--- src/rtl/resp_pkg.sv ---
// Shared types and default geometry for the memory response path.
// Line/word widths here are the subsystem defaults; blocks may override.
package resp_pkg;

   localparam int RESP_LINE_W = 256;
   localparam int RESP_WORD_W = 32;

   typedef enum logic {
      RESP_IDLE = 1'b0,
      RESP_SEND = 1'b1
   } resp_state_e;

endpackage

--- src/rtl/resp_word_sel.sv ---
// Combinational word select from a line; word k sits at line[k*WORD_W +: WORD_W].
// Zero latency, no flow control.
module resp_word_sel #(
   parameter int LINE_W = 256,
   parameter int WORD_W = 32,
   parameter int IDX_W  = $clog2(LINE_W / WORD_W)
) (
   input  logic [LINE_W-1:0] line,
   input  logic [IDX_W-1:0]  idx,
   output logic [WORD_W-1:0] word
);

   assign word = line[int'(idx) * WORD_W +: WORD_W];

endmodule

--- src/rtl/resp_data_unpack.sv ---
// Buffers one response line and streams a wrapped or clamped burst of words.
// First word one cycle after accept; 1 word/cycle; out_rdy low stalls, next line accepted only on final-word handshake.
module resp_data_unpack
   import resp_pkg::*;
#(
   parameter int LINE_W = RESP_LINE_W,
   parameter int WORD_W = RESP_WORD_W,
   localparam int NWORDS = LINE_W / WORD_W,
   localparam int IDX_W  = $clog2(NWORDS)
) (
   input  logic              clk,
   input  logic              rst,
   input  logic              in_vld,
   output logic              in_rdy,
   input  logic [LINE_W-1:0] in_data,
   input  logic [IDX_W-1:0]  in_start,
   input  logic [IDX_W-1:0]  in_len,
   input  logic              in_wrap,
   output logic              out_vld,
   input  logic              out_rdy,
   output logic [WORD_W-1:0] out_data,
   output logic [IDX_W-1:0]  out_idx,
   output logic              out_last,
   output logic              busy
);

   localparam logic [IDX_W:0]   MAX_SUM = (IDX_W + 1)'(NWORDS - 1);
   localparam logic [IDX_W-1:0] MAX_IDX = IDX_W'(NWORDS - 1);
   localparam logic [IDX_W-1:0] ONE     = IDX_W'(1);

   resp_state_e       state_q, state_d;
   logic [LINE_W-1:0] line_q, line_d;
   logic [IDX_W-1:0]  ptr_q, ptr_d;
   logic [IDX_W-1:0]  rem_q, rem_d;
   logic [IDX_W:0]    end_sum;
   logic              send;
   logic              accept;

   assign send     = (state_q == RESP_SEND);
   assign out_vld  = send;
   assign out_last = send & (rem_q == '0);
   assign out_idx  = ptr_q;
   assign busy     = send;

   // Only the final-word path depends on out_rdy, giving zero-bubble back-to-back bursts.
   assign in_rdy  = ~rst & (~send | (out_last & out_rdy));
   assign accept  = in_vld & in_rdy;
   assign end_sum = {1'b0, in_start} + {1'b0, in_len};

   always_comb begin
      state_d = state_q;
      line_d  = line_q;
      ptr_d   = ptr_q;
      rem_d   = rem_q;
      if (accept) begin
         state_d = RESP_SEND;
         line_d  = in_data;
         ptr_d   = in_start;
         rem_d   = (!in_wrap && (end_sum > MAX_SUM)) ? (MAX_IDX - in_start) : in_len;
      end else if (send && out_rdy) begin
         if (rem_q == '0) begin
            state_d = RESP_IDLE;
         end else begin
            ptr_d = ptr_q + ONE;
            rem_d = rem_q - ONE;
         end
      end
   end

   always_ff @(posedge clk) begin
      if (rst) begin
         state_q <= RESP_IDLE;
         line_q  <= '0;
         ptr_q   <= '0;
         rem_q   <= '0;
      end else begin
         state_q <= state_d;
         line_q  <= line_d;
         ptr_q   <= ptr_d;
         rem_q   <= rem_d;
      end
   end

   resp_word_sel #(
      .LINE_W (LINE_W),
      .WORD_W (WORD_W),
      .IDX_W  (IDX_W)
   ) u_word_sel (
      .line (line_q),
      .idx  (ptr_q),
      .word (out_data)
   );

endmodule

--- config.mk ---
export PLATFORM = sky130hd
export DESIGN_NAME = resp_data_unpack
export DESIGN_NICKNAME = d
export VERILOG_FILES = /design/src/rtl/resp_pkg.sv /design/src/rtl/resp_word_sel.sv /design/src/rtl/resp_data_unpack.sv
export SDC_FILE = /design/constraint.sdc
export NUM_CORES = 1
export LEC_CHECK = 0
export CAP_MARGIN = 20
export CORE_UTILIZATION = 25
export CTS_BUF_LIST = sky130_fd_sc_hd__clkbuf_4 sky130_fd_sc_hd__clkbuf_8
export CTS_CLUSTER_DIAMETER = 80
export DETAILED_ROUTE_END_ITERATION = 10
export PLACE_DENSITY_LB_ADDON = 0.12
export SLEW_MARGIN = 10
export SYNTH_ARGS = -nofsm -noshare
export SYNTH_HDL_FRONTEND = slang
export SYNTH_SLANG_ARGS = --single-unit
--- constraint.sdc ---
create_clock -name clk -period 2.7 [get_ports clk]
set_clock_uncertainty 0.15 [all_clocks]
set_input_delay 0.27 -clock clk [delete_from_list [all_inputs] [get_ports clk]]
set_output_delay 0.27 -clock clk [all_outputs]
set_load 0.05 [all_outputs]
# Word level (Yosys, flattened, before mapping)
# Cells that the tools add are included.
[totals] reg_bits=263 input_bits=267 out_inout_bits=39
[op_classes] muxes=10 eq_ne=1 shift=1 n_reduce_logical=8 n_addsub=4 magnitude_cmp=1 bitwise_logic=7
[op_table] op="$shiftx 256x9->32" n=1
[op_table] op="$mux 3" n=7
[op_table] op="$add 3x3->4" n=1
[op_table] op="$and 1x1->1" n=4
[op_table] op="$gt 4x3->1 const B" n=1
[op_table] op="$reduce_and 2->1" n=2
[op_table] op="$reduce_bool 2->1" n=2
[op_table] op="$add 3x1->3 const B" n=1
[op_table] op="$logic_not 3->1" n=1
[op_table] op="$mux 1" n=3
[op_table] op="$sub 3x1->3 const B" n=1
[op_table] op="$sub 3x3->3 const A" n=1
[op_table] op="$logic_and 1x1->1" n=2
[op_table] op="$ne 2x2->1 const B" n=1
[op_table] op="$not 1->1" n=2
[op_table] op="$logic_not 1->1" n=1
[op_table] op="$or 1x1->1" n=1

# Logic depth before layout (Yosys ltp)
# Gate-level depths: netlist of the first run.
[logic_depth] word_depth=8 ltp_mapped=9 ltp_nobuf=6

# Modules after synthesis
# Synthesis of the first run repeated with hierarchy kept, for this count alone.
[unflattened] cells_unflattened=1284 area_unflattened_um2=12077.8
[modules_own_cells] module="resp_data_unpack" n_inst=1 area_each_um2=10004.6 cells_per_inst=1170
[modules_own_cells] module="resp_word_sel" n_inst=1 area_each_um2=2073.2 cells_per_inst=114

# Worst setup path after synthesis of the first run
# No wires, ideal clock.
[synth_path] path_type="register to output" startpoint="register ptr_q[0] (netlist: out_idx[0])" endpoint="output port out_data[0]" path_stages_with_launch=5 t_arrival_ps=1966 slack_ps=314 n_path_buf=2 cell_sequence="dfxtp_1 > buf_6 > buf_6 > mux4_2 > mux2_2"
[synth_via] elab_chain_len=1
[synth_lines] element="start, declared" line="resp_data_unpack.sv:33" text="logic [IDX_W-1:0] ptr_q, ptr_d;"
[synth_lines] element="start signal, assigned" line="resp_data_unpack.sv:79" text="ptr_q <= ptr_d;"
[synth_lines] element="$shiftx 256x9->32" line="resp_word_sel.sv:13" text="assign word = line[int'(idx) * WORD_W +: WORD_W];"
[synth_lines] element="end, declared" line="resp_data_unpack.sv:21" text="output logic [WORD_W-1:0] out_data,"
# Every way passes these cells.

# Worst setup path in the final report of the first run
[layout_path] startpoint="register ptr_q[0] (netlist: out_idx[0])" endpoint="output port out_data[6]"
# The elaborated chain is that of the path after synthesis.

==> out/metrics.csv, run 1 <==
metric,value,unit
run status,finished with violations,
violated checks,negative setup slack,
end of the worst hold path,line_q[112],
final number of hold-violating endpoints,0,
Max Transition Viols Final,0,
number of warnings reported in the yosys synthesis log,0,
DRT antenna net count,0,
input/output buffers,305,
share of the yosys chip area belonging to registers,0.446,
Avg Inst Size Synth,9.22,um2
P per Cell Area,622,mW/mm2
static leakage,7.94,nW
most used standard cell by instance count after synthesis,nand2_1,
overall routing resource usage,0.186,
hold path cells,3,
peak ir drop on the vdd network,0.000348,V
area of combinational cells with multiple inputs,0.00606,mm2
top layer reached by signal wires,met4,
area enclosed by the die boundary,0.0481,mm2
hold crit path type,input pin to register,
Critical Path Fanout Max,7,
Top Ports,306,
Reg-to-Reg Start,rem_q[0],
reg-to-reg setup timing slack,630,ps
count of state elements after synthesis,263,
Max Clk Rate,354,MHz
crit path from,out_idx[0],
standard cell core area,0.0466,mm2
synthesized instance count,1279,
post-layout total power,11.6,mW
share of final-layout standard cells stronger than drive strength 1,0.151,
global-route wire length before repair,66800,um
row cnt,79,
Max Cap Viol,0,
wire per inst,18.8,um
net count of the mapped netlist,1551,
Synth async-reset ratio,0,
H-tree depth,2,
final setup margin,-121,ps
worst slack after detailed placement,416,ps
critical path data arrival time,2400,ps
CTS Root Cell,clkbuf_8,
overall overflow remaining after global route,0,
Final Critical Period,2820,ps
synth cell count leaders,"nand2_1, dfxtp_1, nand3b_1",
critical path endpoint category,output port,
largest net degree at the start of global routing,188,
critical hold path startpoint,in_data[112],
die width,219,um
detailed-route DRC error count,0,
Filler Cell Count,4634,
starting utilization of the core area,0.253,
number of enable-type register cells in the synthesized netlist,0,
detailed route wirelength on metal3,2510,um
sum of met2 wire segment lengths after detailed routing,23000,um
Synth top area share,0.446,
number of library cell types mapped by synthesis,28,
routed metal-1 wire length,18300,um
cell types with the largest area share after synthesis,"dfxtp_1, nand3b_1, nand2_1",
Syn-to-layout area delta,57.6,%
CTS Buf Count,52,
final setup fails,32,
commonest register cell after synthesis,dfxtp_1,
cell taking the most area after synthesis,dfxtp_1,
final worst path period share,1.04,
total via count in the routed design,10500,
max-slew headroom at the worst pin,0.477,
source-to-sink clock delay at the later pin of the worst-skew pair,620,ps
overall die height,219,um
DP HPWL,28700,um
total area of sequential cells,0.00527,mm2
Final nets,1995,
measured slew at the worst slew-check pin,784,ps
1st-pass router iterations,4,
GPL Wtd Cong,0.796,
Synth Cell Area,0.0118,mm2
initial antenna violation count,4,
drt total wl,44700,um
reg2reg end,line_q[43],
kind of critical path,register to output port,
depth of the worst register-to-register path,7,
via count of the first global-routing pass,11200,
drt via density,4.44,
"Reg clk slew, reported paths",60,ps
DR iter-0 viols,417,
sinks on the clock net,263,
TritonCTS clock tree,done,
RSZ-0062 raised after global routing,true,
required time at the endpoint of the critical path,2280,ps
maximum number of buffers from clock root to sink,3,
kind of launch point of the worst setup path,register,
==> power breakdown <==
part           switching (mW)  internal, mW
Clock                    1.79          2.45
Sequential              0.220          4.27
Combinational            1.35          1.48
Total                    3.35          8.20
==> area by class of cell <==
| cell class | count | share of cell area |
|---|---|---|
| multi-input cells | 906 | 0.326 |
| repair buffers | 497 | 0.289 |
| flip-flops and latches | 263 | 0.284 |
| clock buffers | 87 | 0.0570 |
| well taps | 607 | 0.0409 |
| clock inverters | 5 | 0.00162 |
| inverters | 3 | 0.000606 |
| diodes | 4 | 0.000539 |
==> stage by stage <==
step,utilization,area (um2),hold WS (ps),instances,TNS [ps]
finish,0.399,18600,55.2,2372,-1920
global route,0.399,18600,29.7,2369,-5030
CTS,0.399,18600,0.239,2369,-5490
detailed placement,0.329,15300,310,2103,0
global placement,0.329,15300,308,2103,0
floorplan,-,11800,219,1279,0
==> layout by cell type, fill, tap and decap left out, drive strengths merged <==
cell type	count
a31o	1
dlygate4sd2	3
a211oi	10
buf	69
dfxtp	263
o21a	2
mux2i	1
nor3	1
diode	4
and3	1
dlygate4sd3	155
nand3b	257
nand2b	1
xnor2	3
clkdlybuf4s50	269
clkbuf	88
nand4	1
nor2	6
and4	1
nand2	513
inv	3
clkinvlp	2
mux4	64
clkinv	3
a21o	1
a21oi	3
mux2	33
o21ai	1
ha	5
and4bb	1
==> timing repair <==
action,CTS,global route
buffers inserted,10,0
cloned,9,1
resized for setup,70,7
pin swaps,0,0
hold buffers,155,0
setup endpoints to repair,36,32
hold endpoints to repair,155,0
==> worst max-delay path, stage by stage (launching register included) <==
cell and delay [ps]:
dfxtp_4 380, buf_12 110, buf_12 120, buf_16 150, mux4_2 570, mux2_4 290
buf_6 160
==> kinds of logic (layout without fill, tap and decap cells) <==
family | Yosys count | in the layout | share of synthesized area
compound gates | 18 | 18 | 0.0115
fa+ha+maj | 5 | 5 | 0.00530
flops | 263 | 263 | 0.446
simple gates | 782 | 782 | 0.333
mux | 98 | 98 | 0.155
other cells | 0 | 4 | 0
xor+xnor | 3 | 3 | 0.00223
buf+inv | 110 | 592 | 0.0475
==> how the worst max path moves through the flow <==
stage | endpoint | slack, ps | cells past startpoint
after global placement | out_data[1] | 420 | 4
final | out_data[6] | -120 | 6
after floorplan | out_data[0] | 310 | 4
after global routing | out_data[14] | -210 | 6
after detailed placement | in_rdy | 420 | 4
after CTS | out_data[14] | -200 | 6
==> flip-flops by register name, indices dropped and copies added, names as in the netlist <==
register  flops
line_q      256
busy          1
out_idx       3
rem_q         3
==> metal layers <==
| layer | global-route usage | vias to the layer above |
|---|---|---|
| met1 | 0.211 | 5034 |
| met3 | 0.0424 | 51 |
| met2 | 0.342 | 240 |
| met4 | 0.0576 | 0 |
| met5 | 0 | - |
| li1 | - | 5211 |
(Power assumes the default switching activity.)
==> inputs of run 2 (changes only) <==
==> constraint.sdc (replaced) <==
create_clock -name clk -period 2.33 [get_ports clk]
set_clock_uncertainty 0.15 [all_clocks]
set_input_delay 0.233 -clock clk [delete_from_list [all_inputs] [get_ports clk]]
set_output_delay 0.233 -clock clk [all_outputs]
set_load 0.05 [all_outputs]
==> run 2 against run 1 <==
The run still ends with negative setup slack left. First-iteration DRC count up 20%. Core utilization up 1.4 points. Clock-buffer cell count down 1.
==> out/metrics.csv, run 2 (synthesized netlist as in run 1, its figures left out) <==
metric,value,unit
Gate power share,0.247,
TritonCTS clock tree,done,
Max Transition Viols Final,0,
largest net degree at the start of global routing,142,
critical path's slowest cell,mux4_2,
max-slew headroom at the worst pin,0.306,
hold path cells,3,
RSZ-0062 raised after global routing,true,
area enclosed by the die boundary,0.0481,mm2
P per Cell Area,715,mW/mm2
"critical path, cell by cell",buf_12 > clkbuf_16 > buf_12 > mux4_2 > mux2_4 > buf_6,
measured slew at the worst slew-check pin,1040,ps
overall routing resource usage,0.180,
Final nets,2051,
starting utilization of the core area,0.253,
sequential power share,0.378,
violated checks,negative setup slack,
Switching Share,0.284,
Max Clk Rate,362,MHz
CTS Buf Count,51,
Reg-to-Reg Start,rem_q[0],
reg2reg end,line_q[87],
max reg flops,256,
GPL Wtd Cong,0.797,
critical hold path startpoint,in_data[165],
critical path data arrival time,2380,ps
Critical Path Fanout Max,6,
row cnt,79,
cell repeated most along the worst path,buf_12,
"most common cell after layout, fill and taps aside",nand2_1,
1st-pass router iterations,4,
detailed-route DRC error count,0,
depth of the worst register-to-register path,8,
"Reg clk slew, reported paths",60,ps
drt total wl,43500,um
static leakage,8.27,nW
Top Ports,306,
largest register by flop count,line_q,
overall die height,219,um
utilization of the core after routing,0.414,
input/output buffers,305,
critical path endpoint category,output port,
global-route wire length before repair,65200,um
final number of hold-violating endpoints,0,
kind of critical path,register to output port,
power dissipated by switching net loads,3.91,mW
Final Critical Period,2760,ps
final setup fails,32,
wire per inst,17.9,um
die width,219,um
DRT antenna net count,0,
CTS Root Cell,clkbuf_8,
end of the worst hold path,line_q[165],
final setup margin,-432,ps
share of final-layout standard cells stronger than drive strength 1,0.163,
run status,finished with violations,
sinks on the clock net,263,
DR iter-0 viols,500,
internal portion of total power,9.86,mW
minimum hold slack,35.1,ps
delay of the slowest cell on the worst path,540,ps
DP HPWL,30000,um
required time at the endpoint of the critical path,1950,ps
kind of launch point of the worst setup path,register,
Syn-to-layout area delta,63.3,%
reg-to-reg setup timing slack,260,ps
H-tree depth,2,
most frequent cells in the layout,"nand2_1, clkdlybuf4s50_1, dfxtp_1, nand3b_1, dlygate4sd3_1",
worst slack after detailed placement,95.5,ps
standard cell core area,0.0466,mm2
Max Cap Viol,0,
total negative slack,-11910,ps
source-to-sink clock delay at the later pin of the worst-skew pair,630,ps
overall overflow remaining after global route,0,
total via count in the routed design,10700,
clock network fraction of total power,0.375,
maximum number of buffers from clock root to sink,3,
drt via density,4.40,
via count of the first global-routing pass,11400,
peak ir drop on the vdd network,0.000422,V
hold crit path type,input pin to register,
initial antenna violation count,2,
final worst path period share,1.19,
[run 2: layout make-up]
class | count | area (um2)
clock inverters | 9 | 103
multi-input cells | 906 | 6100
flip-flops and latches | 263 | 5270
repair buffers | 554 | 5950
fillers | 4662 | 27300
well taps | 607 | 759
inverters | 3 | 11.3
diodes | 2 | 5.00
clock buffers | 86 | 1060
[run 2: metrics by stage]
step	instances	cell area, um2	power [mW]
after floorplan	1279	11800	6.86
after global placement	2125	15600	8.14
after detailed placement	2125	15600	8.14
after CTS	2419	19000	13.9
after global routing	2429	19300	14.5
final	2430	19300	13.8
[run 2: worst max-delay path by stage]
| stage | start | end | slack [ps] | cells after the start |
|---|---|---|---|---|
| after floorplan | out_idx[1] | out_data[0] | 20 | 4 |
| after global placement | out_idx[0] | out_data[11] | 90 | 5 |
| after detailed placement | out_idx[0] | out_data[11] | 100 | 5 |
| after CTS | out_idx[0] | out_data[0] | -500 | 5 |
| after global routing | out_idx[0] | out_data[9] | -500 | 6 |
| final | out_idx[0] | out_data[9] | -430 | 6 |
[run 2: routing by layer]
layer  GRT usage  wire (um)  vias to the layer above
li1            -          -                     5332
met1       0.206      17800                     5051
met2       0.330      22400                      254
met3      0.0370       2310                       65
met4      0.0551        895                        0
met5           0          0                        -
[run 2: power groups by stage]
stage / sequential [mW] / combinational (mW) / clock (mW)
2_1_floorplan: 5.21 / 1.65 / 0
3_3_place_gp: 5.33 / 2.81 / 0
3_5_place_dp: 5.33 / 2.81 / 0
4_1_cts: 5.22 / 3.34 / 5.38
5_1_grt: 5.26 / 3.64 / 5.56
6_report: 5.21 / 3.40 / 5.16
[run 2: worst max-delay path: cells and delay by family (launching register included)]
kind,cells,cell delay (ps)
buffers and inverters,4,540
multiplexers,2,830
flip-flops,1,390
[run 2: what timing repair did]
item | CTS | global route
cloned | 3 | 1
gates resized for setup | 69 | 32
endpoints found under the setup margin | 37 | 32
hold endpoints to repair | 188 | 0
setup buffers | 8 | 9
hold buffers | 188 | 0
